### src/rtl/ram_read_arbiter.sv
// ram_read_arbiter
// Shares one RAM read path among three requesters (key, data, min).
// A request is granted and registered, then issued as a one-cycle read strobe.
// The FSM then waits for the read-data block's done pulse, guarded by a watchdog.
// Completion goes back to the granted requester as a one-hot ack pulse.
// RR_EN selects between round-robin and fixed priority, where key is highest.

module ram_read_arbiter #(
    parameter int ADDR_W      = 8,
    parameter int TIMEOUT_CYC = 16,
    parameter bit RR_EN       = 1'b1
) (
    input  logic              i_clk,
    input  logic              i_rst,
    input  logic [2:0]        i_req,
    input  logic [ADDR_W-1:0] i_addr_key,
    input  logic [ADDR_W-1:0] i_addr_data,
    input  logic [ADDR_W-1:0] i_addr_min,
    input  logic              i_done,
    output logic              o_rd_en,
    output logic [1:0]        o_sel_data_rd,
    output logic [ADDR_W-1:0] o_addr,
    output logic [2:0]        o_ack,
    output logic              o_timeout,
    output logic              o_busy
);

    localparam int WD_W = (TIMEOUT_CYC > 1) ? $clog2(TIMEOUT_CYC) : 1;
    localparam logic [WD_W-1:0] WD_LAST = WD_W'(TIMEOUT_CYC - 1);

    typedef enum logic [1:0] {
        ST_IDLE  = 2'd0,
        ST_ISSUE = 2'd1,
        ST_WAIT  = 2'd2,
        ST_DONE  = 2'd3
    } state_t;

    state_t            r_state;
    state_t            w_stateNext;
    logic [1:0]        r_grantIdx;
    logic [1:0]        r_rrPtr;
    logic [ADDR_W-1:0] r_addr;
    logic [WD_W-1:0]   r_wdog;
    logic              r_timeoutFlag;

    logic              w_anyReq;
    logic [1:0]        w_winIdx;
    logic [ADDR_W-1:0] w_winAddr;
    logic              w_wdogExpired;

    assign w_anyReq      = |i_req;
    assign w_wdogExpired = (r_wdog == WD_LAST);

    // Pick the winning requester: rotate from the last grant, or take the lowest set bit
    always_comb begin
        w_winIdx = 2'd0;
        if (RR_EN) begin
            case (r_rrPtr)
                2'd0: begin
                    if (i_req[1])      w_winIdx = 2'd1;
                    else if (i_req[2]) w_winIdx = 2'd2;
                    else               w_winIdx = 2'd0;
                end
                2'd1: begin
                    if (i_req[2])      w_winIdx = 2'd2;
                    else if (i_req[0]) w_winIdx = 2'd0;
                    else               w_winIdx = 2'd1;
                end
                default: begin
                    if (i_req[0])      w_winIdx = 2'd0;
                    else if (i_req[1]) w_winIdx = 2'd1;
                    else               w_winIdx = 2'd2;
                end
            endcase
        end else begin
            if (i_req[0])      w_winIdx = 2'd0;
            else if (i_req[1]) w_winIdx = 2'd1;
            else if (i_req[2]) w_winIdx = 2'd2;
        end
    end

    // Route the winner's address so it can be captured at grant time
    always_comb begin
        w_winAddr = i_addr_key;
        case (w_winIdx)
            2'd1:    w_winAddr = i_addr_data;
            2'd2:    w_winAddr = i_addr_min;
            default: w_winAddr = i_addr_key;
        endcase
    end

    // FSM state register
    always_ff @(posedge i_clk) begin
        if (i_rst) r_state <= ST_IDLE;
        else       r_state <= w_stateNext;
    end

    // FSM next-state logic; done takes precedence over watchdog expiry
    always_comb begin
        w_stateNext = r_state;
        case (r_state)
            ST_IDLE:  if (w_anyReq) w_stateNext = ST_ISSUE;
            ST_ISSUE: w_stateNext = ST_WAIT;
            ST_WAIT:  if (i_done || w_wdogExpired) w_stateNext = ST_DONE;
            ST_DONE:  w_stateNext = ST_IDLE;
            default:  w_stateNext = ST_IDLE;
        endcase
    end

    // Grant/address capture, watchdog counting and round-robin pointer update
    always_ff @(posedge i_clk) begin
        if (i_rst) begin
            r_grantIdx    <= 2'd0;
            r_rrPtr       <= 2'd2;
            r_addr        <= '0;
            r_wdog        <= '0;
            r_timeoutFlag <= 1'b0;
        end else begin
            case (r_state)
                ST_IDLE: begin
                    if (w_anyReq) begin
                        r_grantIdx    <= w_winIdx;
                        r_addr        <= w_winAddr;
                        r_timeoutFlag <= 1'b0;
                        r_wdog        <= '0;
                    end
                end
                ST_ISSUE: begin
                    r_wdog <= '0;
                end
                ST_WAIT: begin
                    if (!i_done) begin
                        if (w_wdogExpired) r_timeoutFlag <= 1'b1;
                        else               r_wdog <= r_wdog + 1'b1;
                    end
                end
                ST_DONE: begin
                    r_rrPtr <= r_grantIdx;
                end
                default: ;
            endcase
        end
    end

    // Output decode from state and registered grant; everything is zero in IDLE
    always_comb begin
        o_rd_en       = 1'b0;
        o_sel_data_rd = 2'b00;
        o_addr        = '0;
        o_ack         = 3'b000;
        o_timeout     = 1'b0;
        o_busy        = 1'b0;
        case (r_state)
            ST_ISSUE: begin
                o_rd_en       = 1'b1;
                o_sel_data_rd = r_grantIdx + 2'd1;
                o_addr        = r_addr;
                o_busy        = 1'b1;
            end
            ST_WAIT: begin
                o_sel_data_rd = r_grantIdx + 2'd1;
                o_addr        = r_addr;
                o_busy        = 1'b1;
            end
            ST_DONE: begin
                o_sel_data_rd = r_grantIdx + 2'd1;
                o_addr        = r_addr;
                o_busy        = 1'b1;
                o_ack         = 3'b001 << r_grantIdx;
                o_timeout     = r_timeoutFlag;
            end
            default: ;
        endcase
    end

endmodule

### config.mk
export PLATFORM = sky130hd
export DESIGN_NAME = ram_read_arbiter
export DESIGN_NICKNAME = d
export VERILOG_FILES = /design/src/rtl/ram_read_arbiter.sv
export SDC_FILE = /design/constraint.sdc
export NUM_CORES = 1
export LEC_CHECK = 0
export CORE_MARGIN = 2
export CORE_UTILIZATION = 47
export DETAILED_ROUTE_END_ITERATION = 16
export GPL_TIMING_DRIVEN = 1
export PLACE_DENSITY = 0.81
export REMOVE_ABC_BUFFERS = 1
export SETUP_SLACK_MARGIN = 0.05
export SYNTH_ARGS = -nofsm -noshare
export SYNTH_HDL_FRONTEND = slang
export SYNTH_SLANG_ARGS = --single-unit
### constraint.sdc
create_clock -name i_clk -period 5.4 [get_ports i_clk]
set_input_delay 1.62 -clock i_clk [delete_from_list [all_inputs] [get_ports i_clk]]
set_output_delay 1.62 -clock i_clk [all_outputs]
set_load 0.02 [all_outputs]
==> impl_metrics.json, run 1 <==
{
  "run_status": "finished, final reports clean",
  "route.detailed.drc": 0,
  "post-place-cells": 226,
  "cts_hold_buffers": 0,
  "drv_slew": 0,
  "layout_min_cycle_time_ps": 3670,
  "cts_buffers": 3,
  "vias": 1231,
  "crit_arrival_ps": 2050,
  "start_kind": "register",
  "worstMarginPinSlew_ps": 699,
  "synth_seq_cells": 19,
  "dp_hpwl_um": 2360,
  "end_kind": "output pin",
  "cts_tree": "yes",
  "io_buffer_count": 45,
  "syn_inst": 159,
  "h-tree-depth": 1,
  "netlist_area_um2": 1240,
  "coreArea_um2": 2480,
  "reg2reg_depth": 6,
  "crit_required_ps": 3780,
  "yosysWarnings": 0,
  "synth-main-ff-cell": "dfxtp_1",
  "grt_pass1_vias": 1213,
  "root_buffer": "clkbuf_4",
  "clk_pin_slew_ps": 120,
  "rows": 18,
  "layout_common_cells": "clkdlybuf4s50_1, nand2_1, dfxtp_1",
  "slew_headroom_pct": 53.3,
  "grt_pass1_wl_um": 5100,
  "drive_gt1_share_pct": 3.50,
  "cts_resized": 0,
  "synth_cell_type_count": 29,
  "postSynth.asyncResetShare_pct": 0,
  "hold_viol_final": 0,
  "design.final.nets": 243,
  "finalCritPeriodShare_pct": 67.9,
  "post_cts_buffers": 0,
  "avgRoutedWirePerCell_um": 13.2,
  "layout_commonest_cell": "clkdlybuf4s50_1",
  "ir_drop_mv": 0.274,
  "worstReg2RegEnd": "r_wdog[3]",
  "drt_first_pass_iters": 4,
  "cp-endpoint": "o_addr[2]",
  "final.setup.tns_ps": 0,
  "grt_max_degree": 20,
  "overflow": 0,
  "clk_latency_ps": 310,
  "area_growth_pct": 39.2,
  "rsz0062_at_grt": "false",
  "drt_iter0_drc": 33,
  "fp.dieArea_um2": 3060,
  "reg2reg_slack_ps": 3350,
  "setup_viol": 0,
  "path_max_fanout": 12,
  "io_pins": 46,
  "synth_edf_count": 0,
  "avgSynthCellArea_um2": 7.79,
  "skew_ps": 13.4,
  "start_util_pct": 50.0,
  "ant_nets": 0,
  "maxClockFrequency_mhz": 273,
  "p_leak_nw": 0.689,
  "fp.dieW_um": 55.3,
  "antenna_found_initial": 0,
  "fin_cells": 230,
  "power.density_nw_per_um2": 362,
  "critPathLaunch": "r_state[0]",
  "diodes": 0,
  "cts_sinks": 19,
  "r2r_start": "r_state[0]",
  "routed_wl_um": 3040,
  "clockBufferDepth": 2,
  "synth_seq_area_share_pct": 30.7,
  "place_congestion": 0.760,
  "max_cap_viol_count": 0,
  "vias_per_cell": 5.35,
  "min_path_type": "reg -> reg",
  "grt_usage_pct": 20.3,
  "critPathKind": "reg -> out",
  "die_y_um": 55.3
}
-- power breakdown --
part	switching, mW	leakage (nW)	internal (mW)	total [mW]
logic	0.200	0.516	0.156	0.356
registers	0.0245	0.155	0.171	0.196
clock network	0.0460	0.0177	0.0277	0.0737
-- synthesized netlist by cell type (2+ instances only) --
master	number	share of area, %
dfxtp_1	19	31
nand3b_1	2	1.2
clkbuf_1	7	2.1
a22oi_1	8	4.8
ha_1	12	12
nor2b_1	9	4.5
a21oi_1	13	5.3
and2_1	5	2.5
inv_1	10	3.0
nor3_1	3	1.2
o21ai_0	10	4.0
mux2i_1	2	1.6
a211oi_1	2	1.2
nand2_1	30	9.1
nand3_1	4	1.6
nor2_1	8	2.4
a31oi_1	3	1.5
-- per-layer routing --
layer	wire (um)	vias up	track usage, %
li1	-	630	-
met1	1310	551	22.8
met2	1500	45	36.9
met3	189	5	3.75
met4	48	0	8.71
met5	0	-	0
-- flip-flops by register name (all words and copies together) (netlist names) --
signal and flops:
r_grantIdx 2, r_rrPtr 2, r_state 2, r_timeoutFlag 1, r_addr 8, r_wdog 4
-- layout make-up --
| class | count | area (um^2) |
|---|---|---|
| Multi-Input combinational cell | 122 | 791 |
| Fill cell | 210 | 753 |
| Timing Repair Buffer | 45 | 450 |
| Sequential cell | 19 | 380 |
| Inverter | 10 | 37.5 |
| Tap cell | 30 | 37.5 |
| Clock buffer | 3 | 22.5 |
| Clock inverter | 1 | 5.00 |
-- stage by stage --
step	total power [mW]	hold WS [ps]	util, %	cell area [um^2]	worst slack, ps
5_1_grt	0.673	486	69.6	1720	1650
6_report	0.625	463	69.6	1720	1730
3_3_place_gp	0.540	439	68.5	1700	1740
2_1_floorplan	0.419	426	-	1210	2500
3_5_place_dp	0.553	446	68.5	1700	1620
4_1_cts	0.627	463	69.6	1720	1720
-- cells by family after synthesis --
group	share of synthesized area, %
AOI/OAI and AO/OA	23.6
adders and majority gates	12.1
buffers and inverters	5.45
DFF	30.7
muxes	1.62
and+or+nand+nor	26.5
-- worst max-delay path, cell delays in order, from the launching register on --
cell	delay (ps)
dfxtp_1	420
inv_1	110
ha_1	370
nor2b_1	210
clkdlybuf4s50_1	630
-- how the worst min path moves through the flow --
stage / cells after the start / end / startpoint / slack [ps]
2_1_floorplan: 2 / r_addr[0] / r_addr[0] / 430
3_3_place_gp: 2 / r_addr[7] / r_addr[7] / 440
3_5_place_dp: 2 / r_addr[1] / r_addr[1] / 450
4_1_cts: 2 / r_addr[1] / r_addr[1] / 460
5_1_grt: 2 / r_addr[4] / r_addr[4] / 490
6_report: 2 / r_addr[4] / r_addr[4] / 460
Power figures use the tool's default switching activity.
==> run 2, diff against run 1 <==
- CORE_UTILIZATION: 47 -> 40
- PLACE_DENSITY: 0.81 -> 0.73
- clock period: 5.4 -> 3.3 ns (I/O delays scaled with it)
==> run 2 against run 1 <==
Register-to-register slack lost 2100 ps; utilization shrank 11 points; non-clock buffer count grew 2; largest cell class unchanged; worst hold slack lost 2.4 ps.
==> impl_metrics.json, run 2 (synthesized netlist as in run 1, its figures left out) <==
{
  "run_status": "finished, final reports clean",
  "grt_pass1_wl_um": 4760,
  "grt_max_degree": 20,
  "power.total_mw": 1.02,
  "place_ws_ps": 161,
  "fp.dieW_um": 59.7,
  "overflow": 0,
  "route.detailed.drc": 0,
  "ir_drop_mv": 0.202,
  "power.density_nw_per_um2": 584,
  "grt_use_met2_pct": 31.7,
  "io_buffer_count": 45,
  "crit_required_ps": 2310,
  "post-route-cell-area_um2": 1750,
  "layout_min_cycle_time_ps": 3040,
  "p_seq_share_pct": 31.3,
  "hold_viol_final": 0,
  "critPathLaunch": "r_state[0]",
  "skew_ps": 9.68,
  "hold_ws_ps": 460,
  "max_cap_viol_count": 0,
  "vias_per_cell": 5.14,
  "cts_hold_buffers": 0,
  "placed_area_um2": 1720,
  "rsz0062_at_grt": "false",
  "p_leak_nw": 0.695,
  "r2r_start": "r_state[0]",
  "p_comb_share_pct": 56.3,
  "root_buffer": "clkbuf_4",
  "diodes": 0,
  "top_regs": "r_addr (8), r_wdog (4)",
  "io_pins": 46,
  "holdCritStartpoint": "r_addr[3]",
  "post_cts_buffers": 0,
  "grt_use_met1_pct": 19.2,
  "drive_gt1_share_pct": 4.46,
  "routed_wl_um": 2830,
  "h-tree-depth": 1,
  "crit_arrival_ps": 2050,
  "post-place-cells": 231,
  "layout_setup_ws_ps": 259,
  "worstMarginPinSlew_ps": 701,
  "crit_chain": "inv_1, ha_1, nor2b_1, clkdlybuf4s50_1",
  "final.setup.tns_ps": 0,
  "grt_usage_pct": 17.5,
  "slowest_stage": "clkdlybuf4s50_1",
  "grt_pass1_vias": 1136,
  "place_congestion": 0.820,
  "layout_common_cells": "clkdlybuf4s50_1, nand2_1, dfxtp_1",
  "cts_resized": 0,
  "reg2reg_slack_ps": 1240,
  "cts_buffers": 3,
  "finalCritPeriodShare_pct": 92.1,
  "layout_commonest_cell": "clkdlybuf4s50_1",
  "drv_slew": 0,
  "cpPeakStageDelay_ps": 640,
  "path_max_fanout": 12,
  "top_register": "r_addr",
  "die_y_um": 59.7,
  "clk_pin_slew_ps": 120,
  "setup_viol": 0,
  "drt_first_pass_iters": 4,
  "final_util_pct": 58.1,
  "fin_cells": 235,
  "vias": 1207,
  "fp.dieArea_um2": 3560,
  "p_int_uw": 583,
  "dp_hpwl_um": 2240,
  "cts_tree": "yes",
  "rows": 20,
  "end_kind": "output pin",
  "antenna_found_initial": 0,
  "coreArea_um2": 3000,
  "slew_headroom_pct": 53.1,
  "p_clk_share_pct": 12.4,
  "drt_iter0_drc": 73,
  "switchingPower_uw": 437,
  "grt.busiest_layer": "met2",
  "area_growth_pct": 40.9,
  "clockBufferDepth": 2,
  "switching_share_pct": 42.8,
  "grtUsageMet3_pct": 4.55,
  "critPathKind": "reg -> out",
  "largest_reg_flops": 8,
  "ant_nets": 0,
  "min_path_type": "reg -> reg",
  "maxClockFrequency_mhz": 329,
  "start_kind": "register",
  "start_util_pct": 41.3,
  "design.final.nets": 245,
  "clk_latency_ps": 310,
  "cts_sinks": 19,
  "avgRoutedWirePerCell_um": 12.0
}
[run 2: cell types whose count changed in the layout (fill, tap and decap cells not counted)]
cell	delta
buf_4	+2
clkinv_2	-1
clkinvlp_4	+1
[run 2: area by class of cell]
cell class | count | area, um^2
well taps | 33 | 41.3
inverters | 10 | 37.5
fillers | 299 | 1260
flip-flops and latches | 19 | 380
clock buffers | 3 | 22.5
repair buffers | 47 | 465
clock inverters | 1 | 7.51
multi-input cells | 122 | 791
[run 2: worst paths after layout]
check              endpoint  cells after the start
hold reg to reg   r_addr[3]                      2
setup reg to reg  r_wdog[3]                      6
setup / recovery  o_addr[5]                      4
hold / removal    r_addr[3]                      2
[run 2: power groups by stage]
stage	Sequential, mW	Combinational [mW]	Clock [mW]
after floorplan	0.315	0.371	0
after global placement	0.323	0.564	0
after detailed placement	0.325	0.580	0
after CTS	0.319	0.581	0.130
after global routing	0.330	0.636	0.141
final	0.319	0.574	0.126
[run 2: metal layers]
metal / up-vias / wire (um) / share of wire (%)
li1: 639 / - / -
met3: 5 / 170 / 6.0
met2: 38 / 1350 / 48
met4: 0 / 44 / 1.6
met5: - / 0 / 0
met1: 525 / 1270 / 45
[run 2: critical path: cells and delay by family (launching register included)]
family / cells / cell delay (ps)
buffers and inverters: 2 / 750
AND/OR/NAND/NOR: 1 / 200
flip-flops: 1 / 430
adder cells (fa/ha/maj): 1 / 380
==> run 3, diff against run 2 <==
- MAX_ROUTING_LAYER: default -> met4
==> run 3 against run 2 <==
First-iteration DRC count stayed put; fmax barely moved; worst hold slack barely moved; die area unchanged; highest routed layer unchanged; sequential cell count is the same; wire length up 0.14%; power about the same; worst setup slack better by 1.7 ps; via count stayed put; sequential share of layout area unchanged.
==> impl_metrics.json, run 3 (synthesized netlist as in run 1, its figures left out) <==
{
  "run_status": "finished, final reports clean",
  "place_congestion": 0.832,
  "final.setup.tns_ps": 0,
  "maxClockFrequency_mhz": 329,
  "p_leak_nw": 0.695,
  "ir_drop_mv": 0.202,
  "design.final.nets": 245,
  "hold_viol_final": 0,
  "drv_slew": 0,
  "top_register": "r_addr",
  "worstReg2RegEnd": "r_wdog[3]",
  "ant_nets": 0,
  "end_kind": "output pin",
  "io_buffer_count": 45,
  "die_y_um": 59.7,
  "grt_max_degree": 20,
  "r2r_start": "r_state[0]",
  "power.density_nw_per_um2": 584,
  "place_ws_ps": 161,
  "grt_usage_pct": 18.0,
  "min_path_type": "reg -> reg",
  "crit_required_ps": 2310,
  "slowest_stage": "clkdlybuf4s50_1",
  "layout_min_cycle_time_ps": 3040,
  "drt_iter0_drc": 73,
  "fin_cells": 235,
  "diodes": 0,
  "grt_use_met1_pct": 19.6,
  "cts_hold_buffers": 0,
  "coreArea_um2": 3000,
  "cts_buffers": 3,
  "grt_pass1_vias": 1135,
  "root_buffer": "clkbuf_4",
  "layout_common_cells": "clkdlybuf4s50_1, nand2_1, dfxtp_1",
  "critPathLaunch": "r_state[0]",
  "drt_first_pass_iters": 4,
  "worstMarginPinSlew_ps": 703,
  "grt_use_met2_pct": 31.7,
  "vias": 1207,
  "cp-endpoint": "o_addr[5]",
  "cts_sinks": 19,
  "post-route-cell-area_um2": 1750,
  "avgRoutedWirePerCell_um": 12.1,
  "rows": 20,
  "vias_per_cell": 5.14,
  "fp.dieW_um": 59.7,
  "post_cts_buffers": 0,
  "path_max_fanout": 12,
  "top_regs": "r_addr (8), r_wdog (4)",
  "slew_headroom_pct": 53.0,
  "routed_wl_um": 2830,
  "layout_setup_ws_ps": 261,
  "antenna_found_initial": 0,
  "layout_commonest_cell": "clkdlybuf4s50_1",
  "fp.dieArea_um2": 3560,
  "placed_area_um2": 1720,
  "largest_reg_flops": 8,
  "area_growth_pct": 40.9,
  "max_cap_viol_count": 0,
  "grtUsageMet3_pct": 3.90,
  "h-tree-depth": 1,
  "rsz0062_at_grt": "false",
  "grt_pass1_wl_um": 4760,
  "drive_gt1_share_pct": 4.46,
  "finalCritPeriodShare_pct": 92.1,
  "clk_latency_ps": 310,
  "cts_resized": 0,
  "reg2reg_slack_ps": 1240,
  "hold_ws_ps": 460,
  "critPathKind": "reg -> out",
  "setup_viol": 0,
  "crit_arrival_ps": 2050,
  "overflow": 0,
  "skew_ps": 8.39,
  "post-place-cells": 231,
  "reg2reg_depth": 6,
  "io_pins": 46,
  "crit_chain": "inv_1, ha_1, nor2b_1, clkdlybuf4s50_1",
  "route.detailed.drc": 0,
  "cpPeakStageDelay_ps": 640,
  "dp_hpwl_um": 2240,
  "grt.busiest_layer": "met2",
  "cts_tree": "yes",
  "clk_pin_slew_ps": 120,
  "start_kind": "register",
  "start_util_pct": 41.3,
  "clockBufferDepth": 2
}
## run 3: cell counts in the layout (fill, tap and decap cells not counted)
No cell type changed its count.
## run 3: metal layers
layer / share of wire, % / up-vias
li1: - / 639
met2: 48 / 38
met3: 5.4 / 5
met4: 1.5 / 0
met5: 0 / -
met1: 45 / 525
## run 3: through the flow
step	total power, mW	util [%]
detailed placement	0.905	57.1
global placement	0.887	57.1
floorplan	0.686	-
CTS	1.03	58.1
finish	1.02	58.1
global route	1.11	58.1
## run 3: layout make-up
| type | count | area [um^2] |
|---|---|---|
| fill | 299 | 1260 |
| multi-input combinational | 122 | 791 |
| timing repair buffer | 47 | 465 |
| sequential | 19 | 380 |
| tap | 33 | 41.3 |
| inverter | 10 | 37.5 |
| clock buffer | 3 | 22.5 |
| clock inverter | 1 | 7.51 |
## run 3: worst max-delay path, delay by kind of cell, from the launching register on
| family | cells | cell delay (ps) |
|---|---|---|
| adder cells (fa/ha/maj) | 1 | 380 |
| buffers and inverters | 2 | 750 |
| flip-flops | 1 | 430 |
| AND/OR/NAND/NOR | 1 | 200 |
## run 3: worst min path at each step
stage / from / depth (start not counted) / to / slack [ps]
final: r_addr[3] / 2 / r_addr[3] / 460
after global routing: r_addr[6] / 2 / r_addr[6] / 490
after CTS: r_addr[3] / 2 / r_addr[3] / 460
after detailed placement: r_addr[3] / 2 / r_addr[3] / 450
after global placement: r_addr[5] / 2 / r_addr[5] / 440
after floorplan: r_addr[0] / 2 / r_addr[0] / 430
## run 3: power breakdown
part	internal, mW	leakage (nW)	switching (mW)
sequential	0.280	0.155	0.0388
combinational	0.257	0.526	0.317
clock	0.0463	0.0139	0.0796
